**config.mk**
```make
export PLATFORM = sky130hd
export DESIGN_NAME = rx_frame_ctrl
export DESIGN_NICKNAME = d
export VERILOG_FILES = /design/src/rtl/usrt_pkg.sv /design/src/rtl/rx_fifo.sv /design/src/rtl/rx_frame_ctrl.sv
export SDC_FILE = /design/constraint.sdc
export NUM_CORES = 1
export LEC_CHECK = 0
export ABC_AREA = 1
export CAP_MARGIN = 10
export CORE_UTILIZATION = 30
export DETAILED_ROUTE_END_ITERATION = 12
export GPL_TIMING_DRIVEN = 0
export PLACE_DENSITY = 0.54
export SLEW_MARGIN = 15
export SYNTH_ARGS = -nofsm -noshare
export SYNTH_HDL_FRONTEND = slang
export SYNTH_SLANG_ARGS = --single-unit
```
**constraint.sdc**
```tcl
create_clock -name i_Pclk -period 6.1 [get_ports i_Pclk]
set_input_delay 1.22 -clock i_Pclk [delete_from_list [all_inputs] [get_ports i_Pclk]]
set_output_delay 1.22 -clock i_Pclk [all_outputs]
set_load 0.03 [all_outputs]
```
**src/rtl/usrt_pkg.sv**
```systemverilog
// Shared USRT definitions: Rx frame layout, bit positions and the receive FSM state type.
package usrt_pkg;

    localparam int FRAME_W   = 11;
    localparam int START_BIT = 0;
    localparam int DATA_LSB  = 1;
    localparam int DATA_MSB  = 8;
    localparam int PAR_BIT   = 9;
    localparam int STOP_BIT  = 10;

    typedef enum logic [1:0] {
        IDLE    = 2'd0,
        CAPTURE = 2'd1,
        CHECK   = 2'd2
    } rx_state_t;

    function automatic logic [7:0] frame_data(input logic [FRAME_W-1:0] frame);
        return frame[DATA_MSB:DATA_LSB];
    endfunction

endpackage

```
**src/rtl/rx_fifo.sv**
```systemverilog
// Small byte FIFO for received data: push/pop ports, full/empty flags and occupancy level.
module rx_fifo #(
    parameter  int DEPTH  = 4,
    parameter  int DATA_W = 8,
    localparam int AW     = $clog2(DEPTH),
    localparam int LVL_W  = AW + 1
) (
    input  logic              i_Pclk,
    input  logic              i_Rst_n,
    input  logic              i_Push,
    input  logic [DATA_W-1:0] i_Data,
    input  logic              i_Pop,
    output logic [DATA_W-1:0] o_Data,
    output logic              o_Full,
    output logic              o_Empty,
    output logic [LVL_W-1:0]  o_Level
);

    logic [DATA_W-1:0] r_Mem [DEPTH];
    logic [AW-1:0]     r_WrPtr;
    logic [AW-1:0]     r_RdPtr;
    logic [LVL_W-1:0]  r_Level;
    logic              w_Push;
    logic              w_Pop;

    // A push into a full FIFO is allowed only when a pop frees a slot on the same edge.
    assign w_Pop  = i_Pop & ~o_Empty;
    assign w_Push = i_Push & (~o_Full | w_Pop);

    always_ff @(posedge i_Pclk) begin
        if (w_Push) begin
            r_Mem[r_WrPtr] <= i_Data;
        end
    end

    always_ff @(posedge i_Pclk or negedge i_Rst_n) begin
        if (!i_Rst_n) begin
            r_WrPtr <= '0;
            r_RdPtr <= '0;
            r_Level <= '0;
        end else begin
            if (w_Push) begin
                r_WrPtr <= r_WrPtr + AW'(1);
            end
            if (w_Pop) begin
                r_RdPtr <= r_RdPtr + AW'(1);
            end
            case ({w_Push, w_Pop})
                2'b10:   r_Level <= r_Level + LVL_W'(1);
                2'b01:   r_Level <= r_Level - LVL_W'(1);
                default: r_Level <= r_Level;
            endcase
        end
    end

    assign o_Full  = (r_Level == LVL_W'(DEPTH));
    assign o_Empty = (r_Level == '0);
    assign o_Level = r_Level;
    assign o_Data  = o_Empty ? '0 : r_Mem[r_RdPtr];

endmodule

```
**src/rtl/rx_frame_ctrl.sv**
```systemverilog
// USRT receive controller: validates 11-bit frames, queues good bytes, tracks errors.
// Optional parity checking is enabled by defining RX_PARITY_EN.
module rx_frame_ctrl
    import usrt_pkg::*;
#(
    parameter  int FIFO_DEPTH = 4,
    parameter  bit PARITY_ODD = 1'b0,
    parameter  int CNT_W      = 8,
    localparam int LVL_W      = $clog2(FIFO_DEPTH) + 1
) (
    input  logic               i_Pclk,
    input  logic               i_Rst_n,
    input  logic               i_Rx_En,
    input  logic               i_Frame_Done,
    input  logic [FRAME_W-1:0] i_Frame,
    output logic [7:0]         o_Data,
    output logic               o_Valid,
    input  logic               i_Ready,
    output logic               o_Frame_Err,
    output logic               o_Parity_Err,
    output logic               o_Overrun,
    input  logic               i_Clr_Err,
    output logic [CNT_W-1:0]   o_Err_Cnt,
    output logic [LVL_W-1:0]   o_Level
);

    rx_state_t          r_State;
    rx_state_t          w_NextState;
    logic [FRAME_W-1:0] r_Frame;
    logic               r_FrameErr;
    logic               r_Overrun;
    logic [CNT_W-1:0]   r_ErrCnt;

    logic               w_Latch;
    logic               w_Eval;
    logic               w_FrameBad;
    logic               w_ParBad;
    logic               w_Good;
    logic               w_Full;
    logic               w_Empty;
    logic               w_Pop;
    logic               w_Push;
    logic               w_Drop;
    logic               w_CntInc;

    always_ff @(posedge i_Pclk or negedge i_Rst_n) begin
        if (!i_Rst_n) begin
            r_State <= IDLE;
        end else begin
            r_State <= w_NextState;
        end
    end

    // Frames arriving outside IDLE are ignored; a started sequence always runs to completion.
    always_comb begin
        w_NextState = r_State;
        w_Latch     = 1'b0;
        w_Eval      = 1'b0;
        case (r_State)
            IDLE: begin
                if (i_Frame_Done && i_Rx_En) begin
                    w_NextState = CAPTURE;
                    w_Latch     = 1'b1;
                end
            end
            CAPTURE: begin
                w_NextState = CHECK;
            end
            CHECK: begin
                w_NextState = IDLE;
                w_Eval      = 1'b1;
            end
            default: begin
                w_NextState = IDLE;
            end
        endcase
    end

    always_ff @(posedge i_Pclk or negedge i_Rst_n) begin
        if (!i_Rst_n) begin
            r_Frame <= '0;
        end else if (w_Latch) begin
            r_Frame <= i_Frame;
        end
    end

    assign w_FrameBad = w_Eval & (r_Frame[START_BIT] | ~r_Frame[STOP_BIT]);

`ifdef RX_PARITY_EN
    logic r_ParityErr;

    assign w_ParBad = w_Eval & ((^r_Frame[PAR_BIT:DATA_LSB]) != PARITY_ODD);

    always_ff @(posedge i_Pclk or negedge i_Rst_n) begin
        if (!i_Rst_n) begin
            r_ParityErr <= 1'b0;
        end else if (i_Clr_Err) begin
            r_ParityErr <= 1'b0;
        end else if (w_ParBad) begin
            r_ParityErr <= 1'b1;
        end
    end

    assign o_Parity_Err = r_ParityErr;
`else
    logic w_unused_par;

    assign w_unused_par = r_Frame[PAR_BIT] ^ PARITY_ODD;
    assign w_ParBad     = 1'b0;
    assign o_Parity_Err = 1'b0;
`endif

    // A good frame meeting a full FIFO still goes in if the consumer pops on the same edge.
    assign w_Good   = w_Eval & ~w_FrameBad & ~w_ParBad;
    assign w_Pop    = o_Valid & i_Ready;
    assign w_Push   = w_Good & (~w_Full | w_Pop);
    assign w_Drop   = w_Good & w_Full & ~w_Pop;
    assign w_CntInc = w_FrameBad | w_ParBad | w_Drop;

    always_ff @(posedge i_Pclk or negedge i_Rst_n) begin
        if (!i_Rst_n) begin
            r_FrameErr <= 1'b0;
            r_Overrun  <= 1'b0;
        end else if (i_Clr_Err) begin
            r_FrameErr <= 1'b0;
            r_Overrun  <= 1'b0;
        end else begin
            if (w_FrameBad) begin
                r_FrameErr <= 1'b1;
            end
            if (w_Drop) begin
                r_Overrun <= 1'b1;
            end
        end
    end

    always_ff @(posedge i_Pclk or negedge i_Rst_n) begin
        if (!i_Rst_n) begin
            r_ErrCnt <= '0;
        end else if (w_CntInc && (r_ErrCnt != '1)) begin
            r_ErrCnt <= r_ErrCnt + CNT_W'(1);
        end
    end

    rx_fifo #(
        .DEPTH  (FIFO_DEPTH),
        .DATA_W (8)
    ) u_rx_fifo (
        .i_Pclk  (i_Pclk),
        .i_Rst_n (i_Rst_n),
        .i_Push  (w_Push),
        .i_Data  (frame_data(r_Frame)),
        .i_Pop   (i_Ready),
        .o_Data  (o_Data),
        .o_Full  (w_Full),
        .o_Empty (w_Empty),
        .o_Level (o_Level)
    );

    assign o_Valid     = ~w_Empty;
    assign o_Frame_Err = r_FrameErr;
    assign o_Overrun   = r_Overrun;
    assign o_Err_Cnt   = r_ErrCnt;

endmodule
```
# Yosys cells after proc, flatten, opt, wreduce, memory -nomap -nowiden
# Memories as Yosys holds them, arrays and structs flattened.
# Index checks and enable logic that the tools add are counted.
totals:
  reg_bits: 30
  ramBits: 32
  mem_count: 1
  out_inout_bits: 23
mem_list:
  columns: ["memory", "words", "word_bits", "read_ports", "rd_clocked_by_memory_dff", "write_ports", "line_no", "source"]
  rows:
  - ["u_rx_fifo.r_Mem", 4, 8, 1, 0, 1, "rx_fifo.sv:19", "logic [DATA_W-1:0] r_Mem [DEPTH];"]
classes:
  n_eq_ne: 7
  n_reduce_logical: 7
  n_addsub: 5
  bitwise_logic: 15
  mux: 13
ops:
  columns: ["operator", "n"]
  rows:
  - ["$mux W1", 9]
  - ["$add A8 B1 Y8 const B", 1]
  - ["$mux W8", 1]
  - ["$ne A8 B8 Y1 const B", 1]
  - ["$and A1 B1 Y1", 7]
  - ["$pmux W3 S2", 1]
  - ["$reduce_bool A2 Y1", 3]
  - ["$not A1 Y1", 5]
  - ["$add A2 B1 Y2 const B", 2]
  - ["$eq A2 B1 Y1 const B", 2]
  - ["$eq A2 B2 Y1 const B", 2]
  - ["$pmux W2 S2", 1]
  - ["$add A3 B1 Y3 const B", 1]
  - ["$eq A3 B3 Y1 const B", 1]
  - ["$logic_not A3 Y1", 1]
  - ["$or A1 B1 Y1", 3]
  - ["$sub A3 B1 Y3 const B", 1]
  - ["$logic_and A1 B1 Y1", 2]
  - ["$logic_not A2 Y1", 1]
  - ["$mux W2", 1]
  - ["$ne A2 B2 Y1 const B", 1]

# Logic depth before layout (Yosys ltp)
logic_depth:
  depth_word: 9
  ltp_mapped: 10
  depth_no_buf: 10

# Modules after synthesis
# Synthesis repeated with hierarchy kept, for this count alone.
hier_totals:
  hier_cells: 314
  area_unflattened_um2: 2901.5
by_module_without_submodules:
  columns: ["mod", "cells_per_inst", "area_each_um2", "seq_area_each_um2", "n_inst"]
  rows:
  - ["rx_fifo", 185, 1844.3, 1136.1, 1]
  - ["rx_frame_ctrl", 129, 1057.3, 550.5, 1]

# Worst setup path after synthesis
# No wires, ideal clock.
synth_path:
  path_kind: "input port to flip-flop"
  startpoint: "in i_Ready"
  endpoint: "reg u_rx_fifo.r_Level[2], in the netlist u_rx_fifo.o_Level[2]"
  setup_time_ps: 137
  arrival_time_ps: 2590
  stages: 9
  path_slack_ps: 3373
  t_required_ps: 5963
  path_cell_list: "inv_1 > nand2_1 > o21ai_2 > ha_1 > inv_1 > fa_1 > a21oi_1 > o21ai_0 > xnor2_1"
synth_between:
  elab_chain_len: 6
synth_lines:
  columns: ["item", "line_no", "source"]
  rows:
  - ["start, declared", "rx_frame_ctrl.sv:18", "input logic i_Ready,"]
  - ["$and A1 B1 Y1 *", "rx_fifo.sv:27, rx_frame_ctrl.sv:115", null]
  - ["$or A1 B1 Y1", "rx_fifo.sv:28, rx_frame_ctrl.sv:116", null]
  - ["$and A1 B1 Y1", "rx_frame_ctrl.sv:116", "assign w_Push = w_Good & (~w_Full | w_Pop);"]
  - ["$and A1 B1 Y1", "rx_fifo.sv:28", "assign w_Push = i_Push & (~o_Full | w_Pop);"]
  - ["$eq A2 B1 Y1 or $eq A2 B2 Y1 (tied branches)", "rx_fifo.sv:48", "case ({w_Push, w_Pop})"]
  - ["$pmux W3 S2 or $reduce_bool A2 Y1 (tied branches)", null, null]
  - ["end signal, assigned", "rx_fifo.sv:49", "2'b10: r_Level <= r_Level + LVL_W'(1);"]
  - ["end signal, assigned", "rx_fifo.sv:50", "2'b01: r_Level <= r_Level - LVL_W'(1);"]
  - ["end signal, assigned", "rx_fifo.sv:51", "default: r_Level <= r_Level;"]
  - ["end, declared", "rx_fifo.sv:22", "logic [LVL_W-1:0] r_Level;"]
# Mark *: on every way between the ends. The rest lies on a longest branch, timed or not.
# A chain may end at the register's enable or synchronous reset.

# Final worst setup path
layout_path:
  startpoint: "reg u_rx_fifo.r_RdPtr[0]"
  endpoint: "out o_Data[2]"
layout_between:
  elab_chain_len: 2
layout_lines:
  columns: ["item", "line_no", "source"]
  rows:
  - ["start, declared", "rx_fifo.sv:21", "logic [AW-1:0] r_RdPtr;"]
  - ["start signal, assigned", "rx_fifo.sv:46", "r_RdPtr <= r_RdPtr + AW'(1);"]
  - ["$mem_v2 Z4 W8", null, null]
  - ["$mux W8", "rx_fifo.sv:59", "assign o_Data = o_Empty ? '0 : r_Mem[r_RdPtr];"]
  - ["end, declared", "rx_frame_ctrl.sv:16", "output logic [7:0] o_Data,"]
# Every way passes these cells.

==> results.yml <==
run_status:
  outcome: "finished clean"
sta:
  slew_headroom: 0.4552
  hold_viol_final: 0
  drv_slew: 0
  setup_ws_ns: 2.504
  max_freq_ghz: 0.2781
  setup_viol_count_final: 0
  tns_ns: 0
  finalCriticalPeriod_ns: 3.596
  skew_ns: 0.007703
  rsz0062_at_grt: "no"
  post-route-period-util: 0.5895
  worstMarginPinSlew_ns: 0.8142
worst_setup_path:
  reg2reg_to: "u_rx_fifo.o_Level[2]"
  startpoint_type: "flop"
  cp-end-kind: "primary output"
  required_ns: 4.88
  path_max_fanout: 10
  crit-reg2reg-launch: "u_rx_fifo.o_Level[0]"
  worstRegToRegCells: 9
  path_class: "reg -> out"
  rrSetupSlack_ns: 3.90
  crit_arrival_ns: 2.38
synthesis:
  synth.most_common_cell: "nand2_1"
  synth_cell_type_count: 25
  synth_warnings: 0
  synthesis.area_um2: 2673
  synth_top_area_frac: 0.3596
  synth_edf_count: 32
  syn-mean-instance-area_um2: 10.12
  async_flop_share: 0.4754
  syn_inst: 264
  ys.flop_type: "edfxtp_1"
  synth_fp_nets: 288
  ys_ff_latch: 61
  synthTopCellsByArea: "edfxtp_1, dfrtp_1, nand2_1, nor2_1, o21ai_0"
  ys_top_cells_by_count: "nand2_1, nor2_1, edfxtp_1, dfrtp_1"
  ys_seq_area_frac: 0.6311
  yosysTopAreaCell: "edfxtp_1"
routing:
  drc_errors: 0
  via_per_inst: 4.301
  wirelength_um: 5320
  avgRoutedWirePerCell_um: 12.52
  ant_nets: 0
  via_count: 1828
  dr.pass1.iters: 4
  drt-initial-drc-count: 51
final_layout:
  stdcell_area_um2: 3372
  syn2layout_area_growth_pct: 26.17
  final_cells: 425
  final_nets: 336
  num_antenna_cells: 0
  fillCellCount: 854
  drive_gt1_frac: 0.09779
run:
  maxCapViolCount: 0
power_and_ir_drop:
  total_leakage_power_nw: 1.420
  pwr-share-seq: 0.368
  intPower_w: 0.0009170
  power_frac_clock: 0.239
  switchingPower_w: 0.0005818
  power.density_cell_area_nw_per_um2: 444.5
  peakVddDrop_mv: 0.2009
  pwr-share-comb: 0.393
  switching_share: 0.3881
global_routing:
  overflow: 0
  antenna_found_initial: 0
  grt_pass1_vias: 1889
  gr-usage-all-layers: 0.1333
  grt_pass1_wl_um: 8997
  grt_max_degree: 30
die:
  initial_utilization: 0.3080
  die_h_um: 96.39
  fp-row-count: 34
  floorplan.die_area_um2: 9290
  coreArea_um2: 8678
  die_x_um: 96.39
  io_pins: 40
clocking:
  cts_hold_buf: 0
  clkSlewWorstSetupHoldPaths_ns: 0.07
  post_cts_resized: 0
  cts_tree: "built"
  cts_buffers: 9
  insertion_delay_ns: 0.34
  clkSinkCount: 61
  clock_path_buffers: 2
  htreeDepth: 3
  post_cts_buffers: 0
  clock-root-buffer: "clkbuf_8"
placed_design:
  dpl.cell_count: 409
  routabilityCongestion: 0.7572
  hpwlAfterDp_um: 3714
  port_buffers: 37
  post-place-ws_ns: 2.776
  placed_area_um2: 3173
hold_path:
  min_to: "r_Frame[10]"
  min-delay-start: "r_Frame[10]"
  hold-path-cell-count: 2
  hold_path.class: "reg -> reg"
through the flow:
step | util | total power (W) | hold slack [ns]
6_report | 0.3886 | 0.001499 | 0.4810
3_5_place_dp | 0.3656 | 0.001156 | 0.4689
2_1_floorplan | - | 0.0009334 | 0.4460
4_1_cts | 0.3886 | 0.001521 | 0.4872
5_1_grt | 0.3886 | 0.001605 | 0.5172
3_3_place_gp | 0.3662 | 0.001147 | 0.4628
cell usage in the layout, fill, tap and decap left out, types with 2 or more instances in the layout:
master | Yosys | final
a21oi_1 | 12 | 12
buf_2 | 4 | 5
clkbuf_8 | 0 | 9
clkdlybuf4s50_1 | 0 | 36
clkinvlp_4 | 0 | 3
dfrtp_1 | 29 | 29
edfxtp_1 | 32 | 32
ha_1 | 6 | 6
inv_1 | 20 | 20
nand2_1 | 63 | 63
nand2_4 | 2 | 2
nand3_1 | 12 | 12
nor2_1 | 44 | 44
o21ai_0 | 20 | 20
xnor2_1 | 4 | 4
xor2_1 | 4 | 4
routing by layer:
| layer | track usage | part of all wire | vias up |
|---|---|---|---|
| met5 | 0 | 0 | - |
| met4 | 0.04779 | 0.015 | 0 |
| met3 | 0.04851 | 0.052 | 8 |
| met2 | 0.2157 | 0.47 | 33 |
| met1 | 0.1637 | 0.46 | 839 |
| li1 | - | - | 948 |
power groups by stage:
stage	logic, W	registers (W)	clock network, W
2_1_floorplan	0.000341	0.000593	0
3_3_place_gp	0.000588	0.000558	0
3_5_place_dp	0.000596	0.000560	0
4_1_cts	0.000600	0.000552	0.000370
5_1_grt	0.000659	0.000562	0.000384
6_report	0.000589	0.000551	0.000358
layout make-up:
cell class	instances	area, um2	share of cell area
multi-input combinational	175	872.1	0.2586
inverter	22	82.58	0.02449
buffer	6	31.28	0.009276
clock buffer	9	123.9	0.03673
timing repair buffer	37	365.4	0.1083
clock inverter	7	75.07	0.02226
sequential	61	1687	0.5002
tap	108	135.1	0.04007
state kept, by name (all words and copies together) (netlist names):
name / flops
o_Err_Cnt: 8
o_Frame_Err: 1
o_Overrun: 1
r_Frame: 10
r_State: 2
u_rx_fifo.o_Level: 3
u_rx_fifo.r_Mem: 32
u_rx_fifo.r_RdPtr: 2
u_rx_fifo.r_WrPtr: 2
logic make-up (layout without fill, tap and decap cells):
group | count (synthesis) | after routing | synth area share
AND/OR/NAND/NOR | 126 | 126 | 0.1999
flip-flops | 61 | 61 | 0.6311
AO/OA/AOI/OAI | 33 | 33 | 0.06321
buffers and inverters | 28 | 81 | 0.04260
XOR/XNOR | 8 | 8 | 0.02621
adder cells (fa/ha/maj) | 7 | 7 | 0.03558
other | 1 | 1 | 0.001403
worst max-delay path: stages (launching register included):
cell	delay [ns]
dfrtp_1	0.36
buf_2	0.19
inv_2	0.14
clkbuf_1	0.32
o21ai_0	0.19
a21oi_1	0.16
clkdlybuf4s50_1	0.68
worst max path at each step:
stage | startpoint | to | slack [ns] | depth (start not counted)
final | u_rx_fifo.r_RdPtr[0] | o_Data[2] | 2.50 | 6
after global routing | u_rx_fifo.r_RdPtr[0] | o_Data[0] | 2.31 | 6
after CTS | u_rx_fifo.r_RdPtr[0] | o_Data[5] | 2.44 | 6
after detailed placement | i_Ready | u_rx_fifo.o_Level[2] | 2.78 | 10
after global placement | u_rx_fifo.r_RdPtr[0] | o_Data[5] | 2.82 | 6
after floorplan | i_Ready | u_rx_fifo.o_Level[2] | 3.37 | 9
Power figures use the tool's default switching activity.
